## src/rtl/alarm_pkg.sv

```systemverilog
// Shared types and constants for the alarm sequencer.
// Holds the sequencer state enum, the minutes-per-day bound and default widths.
package alarm_pkg;

  localparam int unsigned MINUTES_PER_DAY = 1440;
  localparam int unsigned TIME_W          = 11;
  localparam int unsigned CNT_W           = 9;

  typedef enum logic [1:0] {
    IDLE    = 2'd0,
    ARMED   = 2'd1,
    RINGING = 2'd2,
    SNOOZE  = 2'd3
  } alarm_state_t;

endpackage

```

## src/rtl/alarm_sequencer_tick_counter.sv

```systemverilog
// Loadable terminal-count tick counter, shared by the snooze and ring-timeout intervals.
// Ports:
//   clock, reset : system clock, synchronous active-high reset
//   clear        : return the count to zero (wins over tick)
//   tick         : advance the count by one
//   limit        : interval length in ticks
//   done         : combinational, high when tick arrives on the last count of the interval
module tick_counter #(
  parameter int unsigned CNT_W = alarm_pkg::CNT_W
) (
  input  logic             clock,
  input  logic             reset,
  input  logic             clear,
  input  logic             tick,
  input  logic [CNT_W-1:0] limit,
  output logic             done
);

  logic [CNT_W-1:0] r_count;

  assign done = tick && (r_count == (limit - CNT_W'(1)));

  // Wraps to zero on the terminal tick so a held interval restarts cleanly.
  always_ff @(posedge clock) begin
    if (reset || clear) begin
      r_count <= '0;
    end else if (tick) begin
      r_count <= done ? '0 : (r_count + CNT_W'(1));
    end
  end

endmodule

```

## src/rtl/alarm_sequencer.sv

```systemverilog
// Alarm sequencer: holds the alarm time, detects the minute crossing onto it and
// sequences ringing, snooze and ring-timeout; drives buzzer and blink controls.
// Ports:
//   clock, reset          : system clock, synchronous active-high reset
//   tick                  : 1 Hz single-cycle pulse
//   cur_time              : current minutes-of-day
//   set_valid, set_time   : alarm time load request
//   arm                   : alarm enable level
//   snooze, stop          : debounced single-cycle button pulses
//   alarm_time            : programmed alarm time
//   buzzer_en, blink      : buzzer and display blink controls
//   armed                 : high in any state other than IDLE
//   snooze_cnt            : snoozes used in the current alarm event
//   set_err               : single-cycle pulse on a rejected load
module alarm_sequencer #(
  parameter int unsigned TIME_W           = alarm_pkg::TIME_W,
  parameter int unsigned SNOOZE_SEC       = 300,
  parameter int unsigned RING_TIMEOUT_SEC = 60,
  parameter int unsigned MAX_SNOOZES      = 3,
  parameter int unsigned CNT_W            = alarm_pkg::CNT_W
) (
  input  logic              clock,
  input  logic              reset,
  input  logic              tick,
  input  logic [TIME_W-1:0] cur_time,
  input  logic              set_valid,
  input  logic [TIME_W-1:0] set_time,
  input  logic              arm,
  input  logic              snooze,
  input  logic              stop,
  output logic [TIME_W-1:0] alarm_time,
  output logic              buzzer_en,
  output logic              blink,
  output logic              armed,
  output logic [1:0]        snooze_cnt,
  output logic              set_err
);

  import alarm_pkg::*;

  alarm_state_t      r_state, w_state_nxt;
  logic [TIME_W-1:0] r_alarm_time, r_last_time, w_alarm_nxt;
  logic              r_buzzer_en, r_blink, r_armed, r_set_err;
  logic [1:0]        r_snooze_cnt, w_snooze_cnt_nxt;
  logic              w_blink_nxt, w_set_err_nxt;
  logic              w_trigger, w_in_alert, w_cnt_tick, w_cnt_clear, w_cnt_done;
  logic [CNT_W-1:0]  w_limit;

  // Fires only on the cycle cur_time steps onto the alarm minute.
  assign w_trigger  = (cur_time != r_last_time) && (cur_time == r_alarm_time);
  assign w_in_alert = (r_state == RINGING) || (r_state == SNOOZE);
  assign w_limit    = (r_state == RINGING) ? CNT_W'(RING_TIMEOUT_SEC) : CNT_W'(SNOOZE_SEC);
  assign w_cnt_tick = tick && w_in_alert;
  // Any state change starts the next interval from zero.
  assign w_cnt_clear = (w_state_nxt != r_state) || !w_in_alert;

  tick_counter #(
    .CNT_W (CNT_W)
  ) u_tick_counter (
    .clock (clock),
    .reset (reset),
    .clear (w_cnt_clear),
    .tick  (w_cnt_tick),
    .limit (w_limit),
    .done  (w_cnt_done)
  );

  // Next state and next register values; priority arm=0 > stop > snooze > tick.
  always_comb begin
    w_state_nxt      = r_state;
    w_snooze_cnt_nxt = r_snooze_cnt;
    w_alarm_nxt      = r_alarm_time;
    w_set_err_nxt    = 1'b0;
    w_blink_nxt      = r_blink;

    if (!arm) begin
      w_state_nxt      = IDLE;
      w_snooze_cnt_nxt = '0;
    end else begin
      case (r_state)
        IDLE: w_state_nxt = ARMED;
        ARMED: begin
          if (w_trigger) w_state_nxt = RINGING;
        end
        RINGING: begin
          if (stop) begin
            w_state_nxt      = ARMED;
            w_snooze_cnt_nxt = '0;
          end else if (snooze && (r_snooze_cnt < 2'(MAX_SNOOZES))) begin
            w_state_nxt      = SNOOZE;
            w_snooze_cnt_nxt = r_snooze_cnt + 2'(1);
          end else if (w_cnt_done) begin
            w_state_nxt      = ARMED;
            w_snooze_cnt_nxt = '0;
          end
        end
        SNOOZE: begin
          if (stop) begin
            w_state_nxt      = ARMED;
            w_snooze_cnt_nxt = '0;
          end else if (w_cnt_done) begin
            w_state_nxt = RINGING;
          end
        end
        default: w_state_nxt = IDLE;
      endcase
    end

    if (set_valid) begin
      if ((set_time >= TIME_W'(MINUTES_PER_DAY)) || w_in_alert) begin
        w_set_err_nxt = 1'b1;
      end else begin
        w_alarm_nxt = set_time;
      end
    end

    if ((w_state_nxt == IDLE) || (w_state_nxt == ARMED)) begin
      w_blink_nxt = 1'b0;
    end else if (w_cnt_tick) begin
      w_blink_nxt = !r_blink;
    end
  end

  // State and output registers; status outputs follow the next state.
  always_ff @(posedge clock) begin
    if (reset) begin
      r_state      <= IDLE;
      r_alarm_time <= '0;
      r_last_time  <= '0;
      r_buzzer_en  <= 1'b0;
      r_blink      <= 1'b0;
      r_armed      <= 1'b0;
      r_snooze_cnt <= '0;
      r_set_err    <= 1'b0;
    end else begin
      r_state      <= w_state_nxt;
      r_alarm_time <= w_alarm_nxt;
      r_last_time  <= cur_time;
      r_buzzer_en  <= (w_state_nxt == RINGING);
      r_blink      <= w_blink_nxt;
      r_armed      <= (w_state_nxt != IDLE);
      r_snooze_cnt <= w_snooze_cnt_nxt;
      r_set_err    <= w_set_err_nxt;
    end
  end

  assign alarm_time = r_alarm_time;
  assign buzzer_en  = r_buzzer_en;
  assign blink      = r_blink;
  assign armed      = r_armed;
  assign snooze_cnt = r_snooze_cnt;
  assign set_err    = r_set_err;

endmodule

```

## config.mk

```make
export PLATFORM = sky130hd
export DESIGN_NAME = alarm_sequencer
export DESIGN_NICKNAME = d
export VERILOG_FILES = /design/src/rtl/alarm_pkg.sv /design/src/rtl/alarm_sequencer_tick_counter.sv /design/src/rtl/alarm_sequencer.sv
export SDC_FILE = /design/constraint.sdc
export NUM_CORES = 1
export LEC_CHECK = 0
export CORE_ASPECT_RATIO = 2
export CORE_MARGIN = 2
export CORE_UTILIZATION = 50
export CTS_CLUSTER_DIAMETER = 50
export DETAILED_ROUTE_END_ITERATION = 8
export PLACE_DENSITY = 0.79
export RECOVER_POWER = 25
export SLEW_MARGIN = 20
export SYNTH_ARGS = -nofsm -noshare
export SYNTH_HDL_FRONTEND = slang
export SYNTH_HIERARCHICAL = 1
export SYNTH_SLANG_ARGS = --single-unit
```

## constraint.sdc

```tcl
create_clock -name clock -period 4.31 [get_ports clock]
set_clock_uncertainty 0.15 [all_clocks]
set_input_delay 1.293 -clock clock [delete_from_list [all_inputs] [get_ports clock]]
set_output_delay 1.293 -clock clock [all_outputs]
set_load 0.1 [all_outputs]
```

==> results.py <==
metrics = {
    "run_status": {
        "status": "completed",
    },
    "global_route": {
        "first_global_vias": 1671,
        "antenna_found_initial": 0,
        "grt_pass1_wl_um": 7180,
        "globalRouteTotalUtil_pct": 19.7,
        "grt_max_degree": 27,
        "gr-total-overflow": 0,
    },
    "worst_hold_path": {
        "min_path_type": "reg -> reg",
    },
    "logic_synthesis": {
        "synthArstFlopShare_pct": 0,
        "syn_area_per_cell_um2": 9.22,
        "synth_flop_cell": "dfxtp_1",
        "yosys_warnings": 6,
        "synth_area_um2": 2050,
        "synth_edf_count": 0,
        "synth.top_cell.area_share_pct": 38.1,
        "synth_area_leaders": "dfxtp_1 38%, xnor2_1 9.0%, xor2_1 8.1%, mux2i_1 6.4%, nor2_1 4.0%",
        "ys_seq_area_share_pct": 38.1,
        "ys_top_cells_by_count": "39 x dfxtp_1, 22 x nor2_1, 21 x xnor2_1",
        "synth_most_common_cell": "dfxtp_1",
        "synth_cells": 222,
        "yosys.area.top_type": "dfxtp_1",
        "synth-seq-cells": 39,
        "yosysUniqueCellTypes": 44,
    },
    "layout": {
        "multi_input_area_um2": 1300,
        "areaGrowthSynthToFinish_pct": 33.7,
        "drive_gt1_share_pct": 8.14,
        "diodes": 0,
        "register_area_um2": 781,
        "fin_cells": 347,
        "final.fill_count": 342,
        "finalNetCount": 326,
        "final_cell_area_um2": 2740,
    },
    "pwr": {
        "powerDensity_nw_per_um2": 300,
        "ir_drop_mv": 0.250,
        "total_power_mw": 0.821,
        "p_leak_nw": 1.09,
    },
    "cts": {
        "clock_sinks": 39,
        "postCtsSetupRepairBufs": 0,
        "cts_buffers": 5,
        "tritoncts": "yes",
        "root_buffer": "clkbuf_8",
        "ctsLongestPathBuffers": 2,
        "htreeDepth": 2,
        "cts_resized": 0,
        "postCtsHoldBufs": 0,
        "clkLatencyLatePin_ns": 0.29,
        "path_clk_slew_ns": 0.08,
    },
    "critical_path": {
        "end_kind": "register",
        "startpoint_type": "input port",
        "crit_fanout": 9,
        "path_class": "in -> reg",
        "required_ns": 4.34,
        "worstPathArrival_ns": 3.78,
    },
    "floorplanning": {
        "die_y_um": 94.5,
        "die_area_um2": 4650,
        "core_area_um2": 4010,
        "ios": 46,
        "rows": 33,
        "start_util_pct": 51.1,
        "die-width_um": 49.2,
    },
    "routing": {
        "drt_wl_total_um": 4180,
        "drc_errors": 0,
        "via_count": 1700,
        "routedWlPerCell_um": 12.1,
        "antenna_left": 0,
        "firstDrtPassIters": 4,
        "drt_iter0_drc": 22,
        "viasPerCell": 4.90,
    },
    "timing": {
        "hold_violations": 0,
        "setup_tns_ns": 0,
        "clock.fmax_mhz": 266,
        "rsz0062_at_grt": "no",
        "whs_ns": 0.389,
        "report.final.slew_viol_count": 0,
        "relSlewSlack_pct": 25.1,
        "finalSetupViolations": 0,
        "tightest_slew_ns": 1.12,
        "post-route-period-util_pct": 87.1,
        "post-route-min-period_ns": 3.75,
    },
    "place": {
        "gp_congestion": 0.823,
        "port_buffers": 45,
        "place_inst": 339,
        "post_dp_cell_area_um2": 2640,
        "dp_hpwl_um": 3240,
    },
    "flow_run": {
        "maxCapViolCount": 0,
    },
}
[power breakdown]
part	leakage, nW	internal (mW)	switching, mW	total (mW)
clock network	0.0505	0.146	0.128	0.274
registers	0.320	0.373	0.00957	0.383
logic	0.717	0.0662	0.0981	0.164
[flip-flops by register name, indices dropped and copies added (netlist names)]
| signal | flops |
|---|---|
| armed | 1 |
| snooze_cnt | 2 |
| u_tick_counter/r_count | 9 |
| buzzer_en | 1 |
| r_last_time | 11 |
| r_state | 2 |
| blink | 1 |
| set_err | 1 |
| alarm_time | 11 |
[cell usage in the layout (no fill, tap or decap), drive strengths merged, types with 7 or more instances in the layout]
cell           netlist  final
a21oi                7      7
clkbuf               3      8
clkdlybuf4s50        0     44
conb                 2     25
dfxtp               39     39
mux2i               13     13
nand2b               7      7
nor2                23     23
nor2b               12     12
nor3                10     10
o21ai               10     10
xnor2               21     21
xor2                20     20
[worst max-delay path: stages]
cell and delay, ns:
clkdlybuf4s50_1 0.46, and2_1 0.30, nand3_1 0.14, or4_4 0.55
a211oi_4 0.19, clkinv_1 0.15, o21ai_0 0.17, a32oi_1 0.11
nor4_1 0.31, a21oi_1 0.10
[final timing paths]
check | start | to | slack (ns) | cells past startpoint
min | u_tick_counter/r_count[1] | u_tick_counter/r_count[1] | 0.39 | 2
max reg2reg | r_state[1] | r_state[0] | 1.48 | 9
max | tick | r_state[0] | 0.56 | 10
min reg2reg | u_tick_counter/r_count[1] | u_tick_counter/r_count[1] | 0.39 | 2
[cell type report]
| cell class | instances | share of cell area, % |
|---|---|---|
| well taps | 52 | 2.38 |
| multi-input cells | 194 | 47.5 |
| inverters | 7 | 0.960 |
| clock buffers | 7 | 3.52 |
| clock inverters | 1 | 0.274 |
| repair buffers | 47 | 16.9 |
| flip-flops and latches | 39 | 28.5 |
[routing by layer]
| metal | vias to the layer above | track usage (%) | wire [um] |
|---|---|---|---|
| li1 | 878 | - | - |
| met1 | 769 | 24.0 | 1860 |
| met2 | 47 | 33.3 | 2100 |
| met3 | 6 | 4.43 | 172 |
| met4 | 0 | 7.38 | 57 |
| met5 | - | 0 | 0 |
[through the flow]
step | util [%] | setup slack [ns]
after global routing | 68.3 | 0.355
after global placement | 65.8 | 0.443
after detailed placement | 65.8 | 0.266
after CTS | 68.4 | 0.553
after floorplan | - | 0.718
final | 68.3 | 0.556
[cells by family (layout without fill, tap and decap cells)]
logic type                 count (synthesis)  after routing  share of synthesized area, %
AOI/OAI and AO/OA                         25             25                          8.56
xor gates and xnor gates                  41             41                          17.9
adders and majority gates                  3              3                          1.83
buffers and inverters                     12             62                          2.63
DFF                                       39             39                          38.1
muxes                                     13             13                          6.36
other                                      2             25                         0.367
and+or+nand+nor                           87             87                          24.2
Note: power is estimated with default switching activity, not from simulation.
